$ cat src/rtl/top_pkg.sv
// Shared types for the north bridge buffer read path.
// Latency: n/a (types and constants only).
// Backpressure: n/a.
//
// Holds the chunk-size constant used to derive the module word width,
// the read sequencer FSM states and the sideband tags that travel with
// each read through the skid FIFO. The FIFO entry itself is declared in
// the read controller because its data field width follows that
// module's parameters.
package top_pkg;

    localparam int TOP_CHUNK_SIZE = 4;

    typedef enum logic [1:0] {
        IDLE  = 2'd0,
        RUN   = 2'd1,
        DRAIN = 2'd2
    } rd_state_e;

    // Beat position tags, produced at read-issue time.
    typedef struct packed {
        logic col_last;   // last row of the current column
        logic pass_last;  // last beat of the current pass
    } rd_tag_t;

endpackage

$ cat src/rtl/buffer_n_skid_fifo.sv
// Purpose: 2-entry show-ahead FIFO with occupancy count.
// Latency: write visible at rd_dat/rd_vld the cycle after wr_vld.
// Backpressure: rd_rdy low holds the head stable; writer must not push when full.
//
// Ports:
//   clk, rst_n        clock, async active-low reset
//   wr_vld, wr_dat    push strobe and entry (ignored while full)
//   rd_vld, rd_dat    head valid and head entry
//   rd_rdy            consumer accepts head this cycle
//   count             current occupancy, 0..2
module buffer_n_skid_fifo #(
    parameter int W = 8
) (
    input  logic         clk,
    input  logic         rst_n,
    input  logic         wr_vld,
    input  logic [W-1:0] wr_dat,
    output logic         rd_vld,
    output logic [W-1:0] rd_dat,
    input  logic         rd_rdy,
    output logic [1:0]   count
);

    logic [W-1:0] mem_q [2];
    logic         wr_ptr_q;
    logic         rd_ptr_q;
    logic [1:0]   count_q;
    logic         push;
    logic         pop;

    assign push   = wr_vld & (count_q != 2'd2);
    assign pop    = rd_vld & rd_rdy;
    assign rd_vld = (count_q != 2'd0);
    assign rd_dat = mem_q[rd_ptr_q];
    assign count  = count_q;

    always_ff @(posedge clk or negedge rst_n) begin
        if (!rst_n) begin
            mem_q[0] <= '0;
            mem_q[1] <= '0;
            wr_ptr_q <= 1'b0;
            rd_ptr_q <= 1'b0;
            count_q  <= 2'd0;
        end else begin
            if (push) begin
                mem_q[wr_ptr_q] <= wr_dat;
                wr_ptr_q        <= ~wr_ptr_q;
            end
            if (pop) begin
                rd_ptr_q <= ~rd_ptr_q;
            end
            case ({push, pop})
                2'b10:   count_q <= count_q + 2'd1;
                2'b01:   count_q <= count_q - 2'd1;
                default: count_q <= count_q;
            endcase
        end
    end

endmodule

$ cat src/rtl/buffer_n_rd_ctrl.sv
// Purpose: stream the north buffer tile out column-major as a valid/ready stream, NUM_PASSES sweeps per start.
// Latency: start at cycle 0 -> rd_en cycle 1 -> FIFO write cycle 2 -> m_valid cycle 3; 1 beat/cycle sustained.
// Backpressure: reads throttled so FIFO + in-flight never exceeds 2; head held stable while m_ready is low.
//
// Ports:
//   clk, rst_n                  clock, async active-low reset
//   start                       one-cycle start pulse (ignored while busy)
//   busy, done                  run in progress / one-cycle completion pulse
//   rd_en, rd_addr, rd_data     bank port-B enable, address and read data (1-cycle latency)
//   m_valid, m_ready, m_data    output stream
//   m_col_last, m_pass_last     beat tags: last row of column / last beat of pass
//   stall_cnt                   only with BUFFER_N_RD_PERF_EN: busy cycles with m_valid & !m_ready
module buffer_n_rd_ctrl
    import top_pkg::*;
#(
    parameter int WIDTH         = 16,
    parameter int NUM_CORES_B   = 1,
    parameter int TOTAL_INPUT_W = 2,
    parameter int ROW_X         = 16,
    parameter int COL_X         = 10,
    parameter int NUM_PASSES    = 3,
    localparam int MODULE_WIDTH = WIDTH * TOP_CHUNK_SIZE * NUM_CORES_B * TOTAL_INPUT_W,
    localparam int ADDR_WIDTH   = (ROW_X * COL_X > 1) ? $clog2(ROW_X * COL_X) : 1
) (
    input  logic                    clk,
    input  logic                    rst_n,
    input  logic                    start,
    output logic                    busy,
    output logic                    done,
    output logic                    rd_en,
    output logic [ADDR_WIDTH-1:0]   rd_addr,
    input  logic [MODULE_WIDTH-1:0] rd_data,
    output logic                    m_valid,
    input  logic                    m_ready,
    output logic [MODULE_WIDTH-1:0] m_data,
    output logic                    m_col_last,
    output logic                    m_pass_last
`ifdef BUFFER_N_RD_PERF_EN
    ,
    output logic [31:0]             stall_cnt
`endif
);

    localparam int ROW_W  = (ROW_X > 1) ? $clog2(ROW_X) : 1;
    localparam int COL_W  = (COL_X > 1) ? $clog2(COL_X) : 1;
    localparam int PASS_W = (NUM_PASSES > 1) ? $clog2(NUM_PASSES) : 1;

    typedef struct packed {
        logic [MODULE_WIDTH-1:0] data;
        rd_tag_t                 tag;
    } fifo_entry_t;

    rd_state_e             state_q;
    rd_state_e             state_d;
    logic [ROW_W-1:0]      row_q;
    logic [COL_W-1:0]      col_q;
    logic [PASS_W-1:0]     pass_q;
    logic [ADDR_WIDTH-1:0] addr_q;
    logic                  inflight_q;
    rd_tag_t               tag_q;
    logic                  done_q;
    logic                  drain_done;

    logic                  row_last;
    logic                  col_last;
    logic                  pass_final;
    logic                  pop;
    logic [1:0]            fifo_count;
    logic [2:0]            occ;
    logic                  issue_ok;

    fifo_entry_t           wr_entry;
    fifo_entry_t           head;

    assign row_last   = (row_q == ROW_W'(ROW_X - 1));
    assign col_last   = (col_q == COL_W'(COL_X - 1));
    assign pass_final = (pass_q == PASS_W'(NUM_PASSES - 1));

    // Occupancy the FIFO will have next cycle, counting the read already
    // in flight. Keeping it below 2 before issuing guarantees the FIFO is
    // never written while full, even if the consumer stalls indefinitely.
    assign pop      = m_valid & m_ready;
    assign occ      = 3'(fifo_count) + 3'(inflight_q) - 3'(pop);
    assign issue_ok = (occ < 3'd2);

    assign busy    = (state_q != IDLE);
    assign done    = done_q;
    assign rd_addr = addr_q;

    always_comb begin
        state_d    = state_q;
        rd_en      = 1'b0;
        drain_done = 1'b0;
        unique case (state_q)
            IDLE: begin
                if (start) begin
                    state_d = RUN;
                end
            end
            RUN: begin
                rd_en = issue_ok;
                if (issue_ok && row_last && col_last && pass_final) begin
                    state_d = DRAIN;
                end
            end
            DRAIN: begin
                // Nothing left after this cycle's pop: the final beat is
                // being accepted now, so done lands on the next cycle.
                if (occ == 3'd0) begin
                    state_d    = IDLE;
                    drain_done = 1'b1;
                end
            end
            default: begin
                state_d = IDLE;
            end
        endcase
    end

    always_ff @(posedge clk or negedge rst_n) begin
        if (!rst_n) begin
            state_q <= IDLE;
            done_q  <= 1'b0;
        end else begin
            state_q <= state_d;
            done_q  <= drain_done;
        end
    end

    // Column-major walk. Address steps by COL_X down a column; a column
    // wrap restarts at the top of the next column (address = column index),
    // and the final wrap leaves every counter at zero for the next start.
    always_ff @(posedge clk or negedge rst_n) begin
        if (!rst_n) begin
            row_q      <= '0;
            col_q      <= '0;
            pass_q     <= '0;
            addr_q     <= '0;
            inflight_q <= 1'b0;
            tag_q      <= '0;
        end else begin
            inflight_q <= rd_en;
            if (rd_en) begin
                tag_q.col_last  <= row_last;
                tag_q.pass_last <= row_last & col_last;
                if (row_last) begin
                    row_q <= '0;
                    if (col_last) begin
                        col_q  <= '0;
                        addr_q <= '0;
                        pass_q <= pass_final ? '0 : pass_q + 1'b1;
                    end else begin
                        col_q  <= col_q + 1'b1;
                        addr_q <= ADDR_WIDTH'(col_q) + 1'b1;
                    end
                end else begin
                    row_q  <= row_q + 1'b1;
                    addr_q <= addr_q + ADDR_WIDTH'(COL_X);
                end
            end
        end
    end

    assign wr_entry.data = rd_data;
    assign wr_entry.tag  = tag_q;

    buffer_n_skid_fifo #(
        .W ($bits(fifo_entry_t))
    ) u_skid_fifo (
        .clk    (clk),
        .rst_n  (rst_n),
        .wr_vld (inflight_q),
        .wr_dat (wr_entry),
        .rd_vld (m_valid),
        .rd_dat (head),
        .rd_rdy (m_ready),
        .count  (fifo_count)
    );

    assign m_data      = head.data;
    assign m_col_last  = head.tag.col_last;
    assign m_pass_last = head.tag.pass_last;

`ifdef BUFFER_N_RD_PERF_EN
    always_ff @(posedge clk or negedge rst_n) begin
        if (!rst_n) begin
            stall_cnt <= '0;
        end else if ((state_q == IDLE) && start) begin
            stall_cnt <= '0;
        end else if (busy && m_valid && !m_ready && (stall_cnt != '1)) begin
            stall_cnt <= stall_cnt + 32'd1;
        end
    end
`endif

endmodule

$ cat config.mk
export PLATFORM = sky130hd
export DESIGN_NAME = buffer_n_rd_ctrl
export DESIGN_NICKNAME = d
export VERILOG_FILES = /design/src/rtl/top_pkg.sv /design/src/rtl/buffer_n_skid_fifo.sv /design/src/rtl/buffer_n_rd_ctrl.sv
export SDC_FILE = /design/constraint.sdc
export NUM_CORES = 1
export LEC_CHECK = 0
export ABC_AREA = 0
export BUFFER_PORTS_ARGS = -buffer_cell sky130_fd_sc_hd__buf_2
export CORE_UTILIZATION = 45
export DETAILED_ROUTE_END_ITERATION = 10
export GPL_ROUTABILITY_DRIVEN = 0
export GPL_TIMING_DRIVEN = 1
export PLACE_DENSITY = 0.81
export SYNTH_ARGS = -nofsm -noshare
export SYNTH_HDL_FRONTEND = slang
export SYNTH_SLANG_ARGS = --single-unit
$ cat constraint.sdc
create_clock -name clk -period 2.8 [get_ports clk]
set_clock_uncertainty 0.15 [all_clocks]
set_input_delay 0.42 -clock clk [delete_from_list [all_inputs] [get_ports clk]]
set_output_delay 0.42 -clock clk [all_outputs]
set_load 0.02 [all_outputs]
Yosys cells after proc, flatten, opt, wreduce, memory -nomap -nowiden. Cells that the tools add are included.

Input bits: 132. Word-level logic and storage cells: 76. Bits in registers: 288.

Bitwise logic cells: 7. $lt $le $gt $ge: 4. Reduce and logical (&&, ||, !) cells: 12. Mux-type cells: 19. Eq/ne operators: 11. Add/sub/neg operators: 9.

Operators with widths (count): 130-bit 2-to-1 mux (4); 260-bit bitwise mux (1); 130-bit demux with 1-bit select (1); 4-bit by 1-bit adder with 4-bit output (second input constant) (2); 8-bit by 4-bit adder with 8-bit output (second input constant) (1); 4-bit equality test (second input constant) (2); 2-bit 2-to-1 mux (4); 4-bit 2-to-1 mux (2); 8-bit 2-to-1 mux (1); 2-bit != test (second input constant) (4); 2-bit equality test (second input constant) (3); 2-bit one-hot mux with 3 select lines (1); 3-bit AND reduction (2); 2-bit nonzero test (3); 4-bit by 1-bit adder with 5-bit output (second input constant) (1); 5-bit 2-to-1 mux (1); 2-bit by 1-bit adder with 2-bit output (second input constant) (2); 2-bit by 1-bit equality test with 1-bit output (second input constant) (2); 2-bit >= comparator (second input constant) (2); 1-bit logical AND (4); 1-bit NOT with 2-bit output (2); 2-bit one-hot mux with 2 select lines (1); 2-bit by 1-bit adder with 3-bit output (1); 1-bit AND (3); other kinds (9) (12).

Longest topological paths before layout.
Word-level depth: 9. Gate-level depth with buffers: 14. Gate-level depth less buffers: 13.

By module. From an unflattened synthesis, not the netlist that was laid out.

Cell total of the unflattened synthesis: 837. Area total of the unflattened synthesis: 13594.3 µm².

By module, submodules not included: buffer_n_skid_fifo (instances 1, cells an instance 712, area an instance 12365.6 µm²); buffer_n_rd_ctrl (instances 1, cells an instance 125, area an instance 1228.7 µm²).

Least setup slack after synthesis. No wires, ideal clock.

Path kind: reg-to-reg. Start: register u_skid_fifo.count_q[1], in the netlist u_skid_fifo.count[1]. End: register addr_q[4], in the netlist rd_addr[4]. Slack: -0.351 ns. Required time: 2.529 ns. Library setup time: 0.121 ns. Cell stages (with the launch flop): 15. Arrival: 2.880 ns. Cells stage by stage: dfrtp_1 > inv_2 > nand2_1 > and2_1 > ha_1 > inv_1 > ha_1 > inv_1 > fa_1 > nand3b_1 > nand2b_1 > buf_2 > clkinv_1 > o21ai_0 > a22o_1.

Longest elaborated chain between the ends: 5. Elaborated cells between the ends (all ways): 6.

RTL lines: start, declared (line buffer_n_skid_fifo.sv:27) `logic [1:0] count_q;`; start signal, assigned (line buffer_n_skid_fifo.sv:53) `2'b10: count_q <= count_q + 2'd1;`; start signal, assigned (line buffer_n_skid_fifo.sv:54) `2'b01: count_q <= count_q - 2'd1;`; start signal, assigned (line buffer_n_skid_fifo.sv:55) `default: count_q <= count_q;`; 2-bit nonzero test (line buffer_n_skid_fifo.sv:33) `assign rd_vld = (count_q != 2'd0);`; net m_valid (line buffer_n_rd_ctrl.sv:33) `output logic m_valid,`; 1-bit AND (line buffer_n_rd_ctrl.sv:82) `assign pop = m_valid & m_ready;`; net pop (line buffer_n_rd_ctrl.sv:67) `logic pop;`; 3-bit by 1-bit subtractor with 3-bit output (line buffer_n_rd_ctrl.sv:83) `assign occ = 3'(fifo_count) + 3'(inflight_q) - 3'(pop);`; 3-bit by 2-bit < comparator with 1-bit output (line buffer_n_rd_ctrl.sv:84) `assign issue_ok = (occ < 3'd2);`; 1-bit 2-to-1 mux (line buffer_n_rd_ctrl.sv:94) `unique case (state_q)`; net rd_en (line buffer_n_rd_ctrl.sv:30) `output logic rd_en,`; end signal, assigned (line buffer_n_rd_ctrl.sv:154) `addr_q <= ADDR_WIDTH'(col_q) + 1'b1;`; end signal, assigned (line buffer_n_rd_ctrl.sv:158) `addr_q <= addr_q + ADDR_WIDTH'(COL_X);`; end, declared (line buffer_n_rd_ctrl.sv:58) `logic [ADDR_WIDTH-1:0] addr_q;`.

The timed path passes the listed nets, and every way through them passes these cells. A chain may end at the register's enable or synchronous reset.

Worst setup path in the final report.
Start: register u_skid_fifo.count_q[0], in the netlist u_skid_fifo.count[0]. End: output rd_en.

Longest elaborated chain between the ends: 5. Elaborated cells between the ends (all ways): 6.

RTL lines (line): 2-bit nonzero test (buffer_n_skid_fifo.sv:33); 1-bit AND (buffer_n_rd_ctrl.sv:82); net pop (buffer_n_rd_ctrl.sv:67); 3-bit by 1-bit subtractor with 3-bit output (buffer_n_rd_ctrl.sv:83); 3-bit by 2-bit < comparator with 1-bit output (buffer_n_rd_ctrl.sv:84); 1-bit 2-to-1 mux (buffer_n_rd_ctrl.sv:94); end, declared (buffer_n_rd_ctrl.sv:30).

The timed path passes the listed nets, and every way through them passes these cells.

==> reports/qor.txt <==
Max Cap Viol -> 0
Failing checks -> negative setup slack
Slowest cell on crit path -> sky130_fd_sc_hd__dfrtp_2
Post-Syn Nets -> 970
Pin count of the biggest net entering global routing -> 73
Max-slew violation count -> 0
DP Cell Count -> 1,465
Commonest cells in the netlist -> sky130_fd_sc_hd__mux2_2 (292), sky130_fd_sc_hd__dfrtp_1 (288), sky130_fd_sc_hd__mux2_4 (100)
Floorplan die height -> 172 um
Mapped Area -> 0.0130 sq mm
Share of synthesized registers carrying an async set or reset -> 100%
Worst slew slack as a fraction of its limit -> 60.6%
Level count of the clock H-tree -> 1
Worst-case setup margin in the final layout -> -358 ps
Initial Util -> 46.3%
Count of boundary I/O pins -> 274
Mean area per synthesized cell -> 15.6 sq um
Post-synth EDFFs -> 0
Library cell with the largest summed area after synthesis -> sky130_fd_sc_hd__dfrtp_1
Post-detailed-placement half-perimeter wirelength -> 18,000 um
Area enclosed by the die boundary -> 0.0296 sq mm
Overall routing resource usage -> 20.1%
Relative contribution of the clock network to total power -> 18.2%
Net switching power figure -> 8.41 mW
Sw Ratio -> 36.3%
Final number of setup-violating endpoints -> 9
Number of warnings issued by yosys -> 0
Crit Path Max Fanout -> 2
Layout cell share with drive strength beyond 1 -> 60.9%
Via count -> 8,389
Number of port buffers -> 273
Sequential cell area fraction in the yosys report -> 55.4%
Number of global-route vias before repair -> 9,337
FF+latch count, synth -> 288
Antenna violations before repair -> 1
Overflow left after global routing -> 0
Final nets -> 1,397
DR pass1 iterations -> 4
Type of element capturing the critical path -> primary output
Timing-limited maximum frequency -> 0.317 GHz
Share of total power in combinational logic -> 49.5%
Yosys top cell area share -> 55.4%
First-pass GRT wire length -> 47,500 um
Part of the total power dissipated in sequential elements -> 32.3%
Worst Setup Path Type -> reg -> out
Count of standard-cell rows -> 61
Number of clock buffers inserted by TritonCTS -> 31
Worst slack, placed -> -4.79 ps
Arrival time of the worst setup path -> 2590 ps
X dimension of the die -> 172 um
Total Negative Setup Slacks -> -632 ps
Area Overhead vs Synth -> 34.4%
Vias per inst -> 5.05
CTS tree -> done
Most common cell in the netlist -> sky130_fd_sc_hd__mux2_2
Crit path buffers/inverters -> 5
Number of violations reported at the end of detailed-routing iteration 0 -> 306
Synth cell types -> 47
Clock edge transition at the registers on the reported setup and hold paths -> 60 ps
Total power consumption of the routed design -> 23.2 mW
Remaining antenna violation count after routing -> 0
Total wirelength of the detailed-routed design -> 30,800 um
Later-pin clock latency in the skew report -> 550 ps
Power density over cell area -> 1330 mW/mm^2
Routed wire length per instance -> 18.6 um
Number of endpoints with negative hold slack in the final report -> 0
Transition at the pin with the smallest max-transition slack -> 590 ps
Min-delay worst type -> in -> reg
DRC -> 0
Reported leakage power -> 8.03 nW
Setup repair after global routing missed its margin -> true
Sort of element at the start of the critical path -> register
Result of the run -> complete, but fails checks
Largest incremental delay on the critical path -> 430 ps
Maximum number of buffers from clock root to sink -> 3
Series of cell instances along the critical path -> inv_4 > nand2_4 > and2_4 > ha_4 > inv_2 > ha_4 > inv_2 > fa_1 > nand3b_1 > nand2b_4 > clkinv_4 > buf_6
Endpoint required time on the critical path -> 2230 ps
Most common flop cell mapped by yosys -> sky130_fd_sc_hd__dfrtp_1
Buffer type at the clock tree root -> sky130_fd_sc_hd__clkbuf_16
Core region area -> 0.0281 sq mm
Gate family responsible for the most delay along the worst path -> adder cells
Cells taking the most area after synthesis -> sky130_fd_sc_hd__dfrtp_1 (55%), sky130_fd_sc_hd__mux2_2 (25%), sky130_fd_sc_hd__mux2_4 (12%)
Final worst path period share -> 113%
Internal -> 14.8 mW
TritonCTS Sinks -> 288
Peak supply drop -> 0.00104 V
Final std cells w/o fill -> 1,661
Post-synthesis cell count -> 832
Clock period minus worst slack -> 3160 ps
-- registers in the layout, indices dropped and copies added, names as in the netlist --
name / flops
u_skid_fifo.mem_q: 260
tag_q: 2
row_q: 4
u_skid_fifo.rd_ptr_q: 1
state_q: 2
u_skid_fifo.count: 2
done: 1
rd_addr: 8
inflight_q: 1
pass_q: 2
col_q: 4
u_skid_fifo.wr_ptr_q: 1
-- through the flow --
step,area [sq um],util [%],hold slack (ps)
after global placement,14900,53.1,277
after floorplan,13100,-,-25.6
after detailed placement,14900,53.1,277
after global routing,17500,62.2,143
final,17500,62.2,155
after CTS,17300,61.7,126
-- timing repair --
action	CTS	global route
pin swaps	1	7
resized for setup	4	22
endpoints found under the hold margin	320	0
hold buffers	130	0
buffers inserted	4	4
gates cloned	0	1
endpoints found under the setup margin	2	17
-- power by group through the flow --
stage                     combinational [mW]  clock, mW  sequential, mW
after floorplan                         8.14          0            7.09
after detailed placement                10.7          0            7.45
after global routing                    12.2       4.47            7.72
after CTS                               11.0       4.31            7.44
after global placement                  10.5          0            7.30
final                                   11.5       4.21            7.50
-- placed cells by master, fill, tap and decap left out, types with 4 or more instances in the layout --
| cell | n |
|---|---|
| sky130_fd_sc_hd__buf_12 | 8 |
| sky130_fd_sc_hd__buf_2 | 271 |
| sky130_fd_sc_hd__buf_4 | 25 |
| sky130_fd_sc_hd__bufinv_16 | 4 |
| sky130_fd_sc_hd__clkbuf_1 | 6 |
| sky130_fd_sc_hd__clkbuf_16 | 32 |
| sky130_fd_sc_hd__clkbuf_8 | 7 |
| sky130_fd_sc_hd__clkinv_2 | 7 |
| sky130_fd_sc_hd__dfrtp_1 | 285 |
| sky130_fd_sc_hd__dlygate4sd3_1 | 130 |
| sky130_fd_sc_hd__mux2_2 | 290 |
| sky130_fd_sc_hd__mux2_4 | 102 |
| sky130_fd_sc_hd__nand2_1 | 14 |
| sky130_fd_sc_hd__nand3_1 | 4 |
| sky130_fd_sc_hd__nor2_1 | 8 |
| sky130_fd_sc_hd__o21ai_0 | 5 |
| sky130_fd_sc_hd__o21ai_1 | 4 |
| sky130_fd_sc_hd__xnor2_1 | 7 |
-- area by class of cell --
cell class	count	area (sq um)
clock buffer	44	895
fill	2048	10600
clock inverter	12	163
antenna	1	2.50
timing repair buffer	440	3100
sequential	288	7210
tap	378	473
inverter	7	36.3
multi-input combinational	491	5590
-- worst register-to-register path, stage by stage, from the launching register on --
cell and delay (ps):
sky130_fd_sc_hd__dfrtp_2 430, sky130_fd_sc_hd__inv_4 70, sky130_fd_sc_hd__nand2_4 40, sky130_fd_sc_hd__and2_4 140, sky130_fd_sc_hd__ha_4 210, sky130_fd_sc_hd__inv_2 60, sky130_fd_sc_hd__ha_4 110, sky130_fd_sc_hd__inv_2 30
sky130_fd_sc_hd__fa_1 500, sky130_fd_sc_hd__nand3b_1 110, sky130_fd_sc_hd__nand2b_4 180, sky130_fd_sc_hd__buf_4 150, sky130_fd_sc_hd__buf_12 140, sky130_fd_sc_hd__buf_4 140, sky130_fd_sc_hd__clkbuf_16 140, sky130_fd_sc_hd__nand2_1 60
sky130_fd_sc_hd__o21ai_0 80
-- metal layers --
metal	vias up	routed length (um)	global-route usage, %
met4	0	767	6.50
met3	61	1930	4.67
met2	242	15700	36.5
met5	-	0	0
met1	4252	12500	23.3
li1	3834	-	-
-- cells by family (layout without fill, tap and decap cells) --
| group | count (synthesis) | in the layout | share of synthesized area (%) |
|---|---|---|---|
| AND/OR/NAND/NOR | 50 | 50 | 1.95 |
| adder cells (fa/ha/maj) | 6 | 6 | 0.635 |
| XOR/XNOR | 11 | 11 | 0.741 |
| flip-flops | 288 | 288 | 55.4 |
| multiplexers | 394 | 394 | 37.0 |
| AO/OA/AOI/OAI | 30 | 30 | 1.60 |
| other | 0 | 1 | 0 |
| buffers and inverters | 53 | 503 | 2.66 |
-- worst paths after layout --
| path | startpoint | end | slack (ps) | cells after the start |
|---|---|---|---|---|
| max | u_skid_fifo.count[0] | rd_en | -360 | 12 |
| min | m_ready | u_skid_fifo.rd_ptr_q | 160 | 4 |
| max reg2reg | u_skid_fifo.count[0] | row_q[0] | -60 | 16 |
| min reg2reg | row_q[3] | row_q[3] | 330 | 1 |
| max in group asynchronous | rst_n | u_skid_fifo.mem_q[163] | 1400 | 3 |
| min in group asynchronous | rst_n | u_skid_fifo.mem_q[226] | 300 | 2 |
Power figures use the tool's default switching activity.
